<file path="src/rtl/nibble_pkg.sv">
// Shared types for the bit-serial magnitude-compare path.
// Used by the serializer and the comparator wrapper.
package nibble_pkg;

  typedef enum logic [1:0] {
    IDLE,
    SHIFT,
    GAP
  } state_t;

  localparam int GAP_W = 4;

  function automatic int cnt_w(input int width);
    return $clog2(width);
  endfunction

endpackage

</file>
<file path="src/rtl/nibble_serializer_if.sv">
// Operand handshake in, serial bit pair plus frame flags out.
// master = operand source, slave = serializer.
interface nibble_serializer_if #(
  parameter int WIDTH = 4
);

  logic             in_valid;
  logic             in_ready;
  logic [WIDTH-1:0] in_a;
  logic [WIDTH-1:0] in_b;
  logic             out_a;
  logic             out_b;
  logic             out_valid;
  logic             out_first;
  logic             out_last;

  modport master (
    output in_valid, in_a, in_b,
    input  in_ready,
    input  out_a, out_b, out_valid,
    input  out_first, out_last
  );

  modport slave (
    input  in_valid, in_a, in_b,
    output in_ready,
    output out_a, out_b, out_valid,
    output out_first, out_last
  );

endinterface

</file>
<file path="src/rtl/piso_shift.sv">
// Parallel-in serial-out register, MSB first.
// Zero fill keeps the line at 0 once a frame is drained.
module piso_shift #(
  parameter int WIDTH = 4
) (
  input  logic             clk,
  input  logic             rst,
  input  logic             load,
  input  logic             shift,
  input  logic [WIDTH-1:0] din,
  output logic             msb
);

  logic [WIDTH-1:0] sr;

  always_ff @(posedge clk) begin
    if (rst) begin
      sr <= '0;
    end else if (load) begin
      sr <= din;
    end else if (shift) begin
      sr <= {sr[WIDTH-2:0], 1'b0};
    end
  end

  assign msb = sr[WIDTH-1];

endmodule

</file>
<file path="src/rtl/nibble_serializer.sv">
// Serializes operand pairs MSB-first onto bm_a/bm_b with frame flags.
// FSM IDLE -> SHIFT -> (GAP) -> IDLE; back-to-back frames when GAP=0.
module nibble_serializer #(
  parameter int WIDTH = 4,
  parameter int GAP   = 0
) (
  input  logic                CLK,
  input  logic                RESET,
  nibble_serializer_if.slave  bus,
  output logic                busy
);

  import nibble_pkg::*;

  localparam int CNT_W = cnt_w(WIDTH);
  localparam logic [CNT_W-1:0] CNT_MAX = CNT_W'(WIDTH - 1);

  state_t           state;
  logic [CNT_W-1:0] cnt;
  logic [GAP_W-1:0] gcnt;
  logic             accept;
  logic             shift;

  assign bus.in_ready = !RESET &&
    ((state == IDLE) ||
     ((state == SHIFT) && (cnt == '0) && (GAP == 0)));

  assign accept = bus.in_valid && bus.in_ready;
  assign shift  = (state == SHIFT);

  piso_shift #(.WIDTH(WIDTH)) u_sa (
    .clk   (CLK),
    .rst   (RESET),
    .load  (accept),
    .shift (shift),
    .din   (bus.in_a),
    .msb   (bus.out_a)
  );

  piso_shift #(.WIDTH(WIDTH)) u_sb (
    .clk   (CLK),
    .rst   (RESET),
    .load  (accept),
    .shift (shift),
    .din   (bus.in_b),
    .msb   (bus.out_b)
  );

  always_ff @(posedge CLK) begin
    if (RESET) begin
      state         <= IDLE;
      cnt           <= '0;
      gcnt          <= '0;
      bus.out_valid <= 1'b0;
      bus.out_first <= 1'b0;
      bus.out_last  <= 1'b0;
      busy          <= 1'b0;
    end else begin
      unique case (state)
        IDLE: begin
          if (accept) begin
            state         <= SHIFT;
            cnt           <= CNT_MAX;
            bus.out_valid <= 1'b1;
            bus.out_first <= 1'b1;
            bus.out_last  <= 1'b0;
            busy          <= 1'b1;
          end
        end
        SHIFT: begin
          if (cnt != '0) begin
            cnt           <= cnt - 1'b1;
            bus.out_first <= 1'b0;
            bus.out_last  <= (cnt == CNT_W'(1));
          end else if (GAP > 0) begin
            state         <= nibble_pkg::GAP;
            gcnt          <= GAP_W'(GAP - 1);
            bus.out_valid <= 1'b0;
            bus.out_last  <= 1'b0;
          end else if (accept) begin
            cnt           <= CNT_MAX;
            bus.out_first <= 1'b1;
            bus.out_last  <= 1'b0;
          end else begin
            state         <= IDLE;
            bus.out_valid <= 1'b0;
            bus.out_last  <= 1'b0;
            busy          <= 1'b0;
          end
        end
        nibble_pkg::GAP: begin
          if (gcnt == '0) begin
            state <= IDLE;
            busy  <= 1'b0;
          end else begin
            gcnt <= gcnt - 1'b1;
          end
        end
        default: state <= IDLE;
      endcase
    end
  end

endmodule
</file>
<file path="src/flat_wrapper.sv">
// flat-port wrapper written by rule: the top's interface ports become plain ports
module nibble_serializer_flat import nibble_pkg::*;
#(
  parameter int WIDTH = 4,
  parameter int GAP   = 0
)
  (CLK, RESET, busy, bus_in_valid, bus_in_a, bus_in_b, bus_in_ready, bus_out_a, bus_out_b, bus_out_valid, bus_out_first, bus_out_last);
  nibble_serializer_if #(.WIDTH(WIDTH)) bus_i ();
  input  logic CLK;
  input  logic RESET;
  output logic busy;
  input wire logic [$bits(bus_i.in_valid)-1:0] bus_in_valid;
  input wire logic [$bits(bus_i.in_a)-1:0] bus_in_a;
  input wire logic [$bits(bus_i.in_b)-1:0] bus_in_b;
  output wire logic [$bits(bus_i.in_ready)-1:0] bus_in_ready;
  output wire logic [$bits(bus_i.out_a)-1:0] bus_out_a;
  output wire logic [$bits(bus_i.out_b)-1:0] bus_out_b;
  output wire logic [$bits(bus_i.out_valid)-1:0] bus_out_valid;
  output wire logic [$bits(bus_i.out_first)-1:0] bus_out_first;
  output wire logic [$bits(bus_i.out_last)-1:0] bus_out_last;
  assign bus_i.in_valid = bus_in_valid;
  assign bus_i.in_a = bus_in_a;
  assign bus_i.in_b = bus_in_b;
  assign bus_in_ready = bus_i.in_ready;
  assign bus_out_a = bus_i.out_a;
  assign bus_out_b = bus_i.out_b;
  assign bus_out_valid = bus_i.out_valid;
  assign bus_out_first = bus_i.out_first;
  assign bus_out_last = bus_i.out_last;
  nibble_serializer #(.WIDTH(WIDTH), .GAP(GAP)) u_core (.CLK(CLK), .RESET(RESET), .bus(bus_i), .busy(busy));
endmodule
</file>
<file path="config.mk">
export PLATFORM = sky130hd
export DESIGN_NAME = nibble_serializer_flat
export DESIGN_NICKNAME = d
export VERILOG_FILES = /design/src/rtl/nibble_pkg.sv /design/src/rtl/nibble_serializer_if.sv /design/src/rtl/piso_shift.sv /design/src/rtl/nibble_serializer.sv /design/src/flat_wrapper.sv
export SDC_FILE = /design/constraint.sdc
export NUM_CORES = 1
export LEC_CHECK = 0
export CORE_AREA = 2 2 39 41
export CTS_BUF_LIST = sky130_fd_sc_hd__clkbuf_2 sky130_fd_sc_hd__clkbuf_4 sky130_fd_sc_hd__clkbuf_8
export DETAILED_ROUTE_END_ITERATION = 6
export DIE_AREA = 0 0 41 43
export PLACE_DENSITY = 0.73
export SETUP_SLACK_MARGIN = 0.02
export SYNTH_ARGS = -nofsm -noshare
export SYNTH_HDL_FRONTEND = slang
export SYNTH_HIERARCHICAL = 1
export SYNTH_SLANG_ARGS = --single-unit
</file>
<file path="constraint.sdc">
create_clock -name CLK -period 2.5 [get_ports CLK]
set_clock_uncertainty 0.15 [all_clocks]
set_input_delay 0.5 -clock CLK [delete_from_list [all_inputs] [get_ports CLK]]
set_output_delay 0.5 -clock CLK [all_outputs]
set_load 0.01 [all_outputs]
</file>
# Word-level counts from Yosys, hierarchy flattened
# Cells that the tools add are included.
# word_totals
register_bits	20
latchBits	0
ram_bits	0
romBits	0
input_bits	11
output_inout_bits	7
wordCells	60
memories	0
# op_classes
n_addsub	2
mul	0
n_div	0
magnitude_cmp	0
n_eq_ne	7
n_shift	0
mux	24
n_bitwise	1
n_reduce_logical	17
# op_table
cell	count
$mux W4	4
$mux W2	6
$mux W1	8
$reduce_and A4 Y1	2
$pmux W1 S2	3
$pmux W2 S3	1
$reduce_bool A2 Y1	3
$reduce_and A5 Y1	1
$eq A2 B1 Y1 const B	2
$logic_not A2 Y1	2
$logic_not A4 Y1	1
$ne A2 B1 Y1 const B	2
$ne A2 B2 Y1 const B	2
$pmux W2 S2	1
$reduce_and A2 Y1	2
$sub A4 B1 Y4 const B	1
$logic_and A1 B1 Y1	3
$pmux W1 S3	1
$reduce_bool A3 Y1	1
$eq A2 B2 Y1 const B	1
$sub A2 B1 Y2 const B	1
$logic_not A1 Y1	1
$logic_or A1 B1 Y1	1
$not A1 Y1	1

# Longest topological paths before layout
# Gate-level depths: netlist (run 1).
# depth
depth_word	8
ltp_mapped	4

# Cells and area by module
# The synthesis (run 1) kept the hierarchy.
# by_module_without_submodules
module	instances	cells_each	area_per_inst_um2
piso_shift	2	17	172.7
nibble_serializer	1	20	201.4

# Worst setup path after synthesis (run 1)
# OpenSTA, ideal clock, no wires.
# synth_timing
kind	register to register
from	register, netlist name u_core/busy
to	register u_core.u_sa.sr[1]
t_arrival_ps	1616
required_time_ps	2264
slack_ps	648
path_stages_with_launch	5
path_buffers	0
period_less_slack_ps	1852
path_cell_list	dfxtp_1 > o21a_1 > nor3b_1 > inv_1 > a211oi_1
# synth_lines
item	line_no	rtl
end signal, assigned	piso_shift.sv:20	sr <= din;
end signal, assigned	piso_shift.sv:22	sr <= {sr[WIDTH-2:0], 1'b0};
end, declared	piso_shift.sv:14	logic [WIDTH-1:0] sr;

# Worst setup path after layout (run 1)
# layout_timing
from	input RESET
to	output bus_in_ready
# layout_between
elab_chain_cells	2
# layout_rtl
item	line_no	rtl
start, declared	flat_wrapper.sv:10	input logic RESET;
$logic_not A1 Y1	nibble_serializer.sv:24	assign bus.in_ready = !RESET &&
$logic_and A1 B1 Y1	nibble_serializer.sv:24	
end, declared	flat_wrapper.sv:15	output wire logic [$bits(bus_i.in_ready)-1:0] bus_in_ready;
# No other way between the ends.

==> results of run 1 <==
[stage by stage]
stage / instances / area [sq um]
2_1_floorplan: 54 / 546.8
3_3_place_gp: 90 / 759.5
3_5_place_dp: 90 / 759.5
4_1_cts: 94 / 789.5
5_1_grt: 94 / 789.5
6_report: 94 / 789.5
[worst paths after layout]
| check | end | start | slack [ps] |
|---|---|---|---|
| setup / recovery | bus_in_ready | RESET | 280 |
| hold / removal | u_core/bus.out_first$_SDFF_PP0_ | u_core/bus.out_first$_SDFF_PP0_ | 340 |
| setup reg to reg | u_core/u_sa/sr[0]$_SDFFE_PP0P_ | u_core/busy$_SDFFE_PP0P_ | 780 |
| hold reg to reg | u_core/bus.out_first$_SDFF_PP0_ | u_core/bus.out_first$_SDFF_PP0_ | 340 |
[synthesized netlist by cell type]
cell type	instances	share of area, %
nor2_1	3	2.1
nand2_1	2	1.4
o21a_1	1	1.4
a21oi_1	3	2.7
mux2i_1	6	11
dfxtp_1	13	48
a211oi_1	9	12
inv_1	2	1.4
o21ba_2	1	1.8
xor2_1	1	1.6
nor3b_1	1	1.4
nor3_1	1	0.91
or3b_1	3	4.8
nand3b_1	1	1.4
nor2b_1	6	6.9
buf_4	1	1.4
[cells by family (layout without fill, tap and decap cells)]
logic type / after synthesis / after routing
AND/OR/NAND/NOR: 17 / 17
AO/OA/AOI/OAI: 14 / 14
flip-flops: 13 / 13
XOR/XNOR: 1 / 1
buffers and inverters: 3 / 27
multiplexers: 6 / 6
[where the power goes]
part,total [mW],leakage [nW],switching [mW],internal [mW]
Combinational,0.0828,0.166,0.0316,0.0512
Clock,0.137,0.0184,0.0640,0.0726
Sequential,0.234,0.107,0.0114,0.222
[sequential cells by signal, indices dropped and copies added (netlist names)]
register / count
u_core/bus.out_first: 1
u_core/busy: 1
u_core/cnt: 2
u_core/bus.out_last: 1
u_core/u_sb/sr: 4
u_core/u_sa/sr: 4
[area by class of cell]
| cell class | count | area share (%) |
|---|---|---|
| clock buffer | 4 | 3.803 |
| inverter | 2 | 0.9509 |
| multi-input combinational | 38 | 34.39 |
| sequential | 13 | 32.96 |
| tap | 16 | 2.536 |
| timing repair buffer | 21 | 25.36 |
[worst max-delay path: stages]
cell and delay [ps]:
clkdlybuf4s50_1 420, nor2_1 110, clkdlybuf4s50_1 540
[layer usage]
metal	wire, microns	global-route usage (%)	share of wire (%)
met5	0	0	0
met4	14	12.00	1.4
met3	64	3.141	6.2
met2	444	19.69	43
met1	509	19.61	49
[cell usage in the layout (no fill, tap or decap), drive strengths merged]
cell type      count
nor2b              6
clkdlybuf4s50     17
a211oi             9
buf                4
nor3b              1
o21ba              1
nand2              2
clkbuf             4
dfxtp             13
nor3               1
a21oi              3
inv                2
nor2               3
o21a               1
xor2               1
or3b               3
mux2i              6
nand3b             1
==> run metrics, run 1 <==
antenna-violating nets left=0; worst skew pair latency=270 ps; cell leakage power=0.2912 nW; Filler cells=130; max_slew headroom=80.49%; routed length per instance=11.00 microns; Port Buffer Count=17; CP Max Fanout=2; setup repair after global routing missed its margin=false; Post-Syn Instances=54; TritonCTS clock tree=done; Worst Setup Start Kind=primary input; Fin. Hold Viols=0; Seq/Total Area, Yosys=47.60%; kind of end point of the critical path=output pin; WP data arrival=1570 ps; clock-pin slew on the worst setup and hold paths=70 ps; Initial Utilization=39.51%; Final GP Congestion=0.6091; pre-CTS setup slack=283.9 ps; synthesized area per cell=10.13 sq um; initial antenna violation count=0; TritonCTS Buffers=3; status=completed; H-tree depth=1; Die Y=43 microns; DR vias=468; number of synthesized register bits=13; yosys synthesis warning count=6; I/O pins=18; Remaining DRCs=0; Tot GR Track Use=14.83%; Design Power=453.0 uW; Yosys cell types=16; DRT iter0 DRCs=4; dpl hpwl=735 microns; Slew @ Worst Pin=292.3 ps; Tightest Hold Check Type=register to register; Multi-input gate area=271.5 sq um; post-route setup slack=283.9 ps; Post-Syn Area=546.8 sq um; largest family of logic cells by synthesized area=simple AND/OR/NAND/NOR gates; Synth Area in Adders=0%; chip width=41 microns; Max IR drop VDD=269.2 uV; Root Driver=clkbuf_4; Final period util=88.64%; max-cap viol count=0; Util after Layout=57.05%; vias in the first global route=424; # rows=14; share of layout cells above drive strength 1=11.54%; Final setup viols=0; post-cts repair resize count=0; clock sink total=13; nets@finish=90; die area=1763 sq um; PD cells=573.8 nW/um^2; post-synthesis xor/xnor area fraction=1.602%; Pre-Repair DR Iteration Count=4; Routed WL=1.034 mm; Sequential Area=260.3 sq um; buffer count from post-CTS setup fixing=0; smallest hold slack=340.3 ps; core area=1384 sq um; Synth Area in Compound Gates=18.31%; final setup TNS=0 ps; first-pass GRT wire length=1.752 mm; CTS max path bufs=2; Synthesized Nets=65; global route total overflow=0; critical path type=primary input to output pin; Slew Viols, Final=0; Syn-to-layout area delta=44.39%; Avg Vias per Cell=4.979; largest net degree at the start of global routing=15; Hold Path Depth=2; CTS Hold Bufs=0; Ant. Diodes=0; Max Fclk=451.2 MHz; Critical Path RT=1850 ps; min cycle time layout=2216 ps; FF-to-FF path depth=5; Synth Area in Simple Gates=18.76%; fraction of synthesized area in multiplexers=10.98%
(Power assumes the default switching activity.)
==> run 2: changes to the inputs <==
--- a/config.mk
+++ b/config.mk
@@ -15,3 +15,4 @@
 export SYNTH_HDL_FRONTEND = slang
 export SYNTH_HIERARCHICAL = 1
 export SYNTH_SLANG_ARGS = --single-unit
+export TNS_END_PERCENT = 10
==> results of run 2 <==
Same layout as run 1: the final DEF is identical, and so are final timing and power.
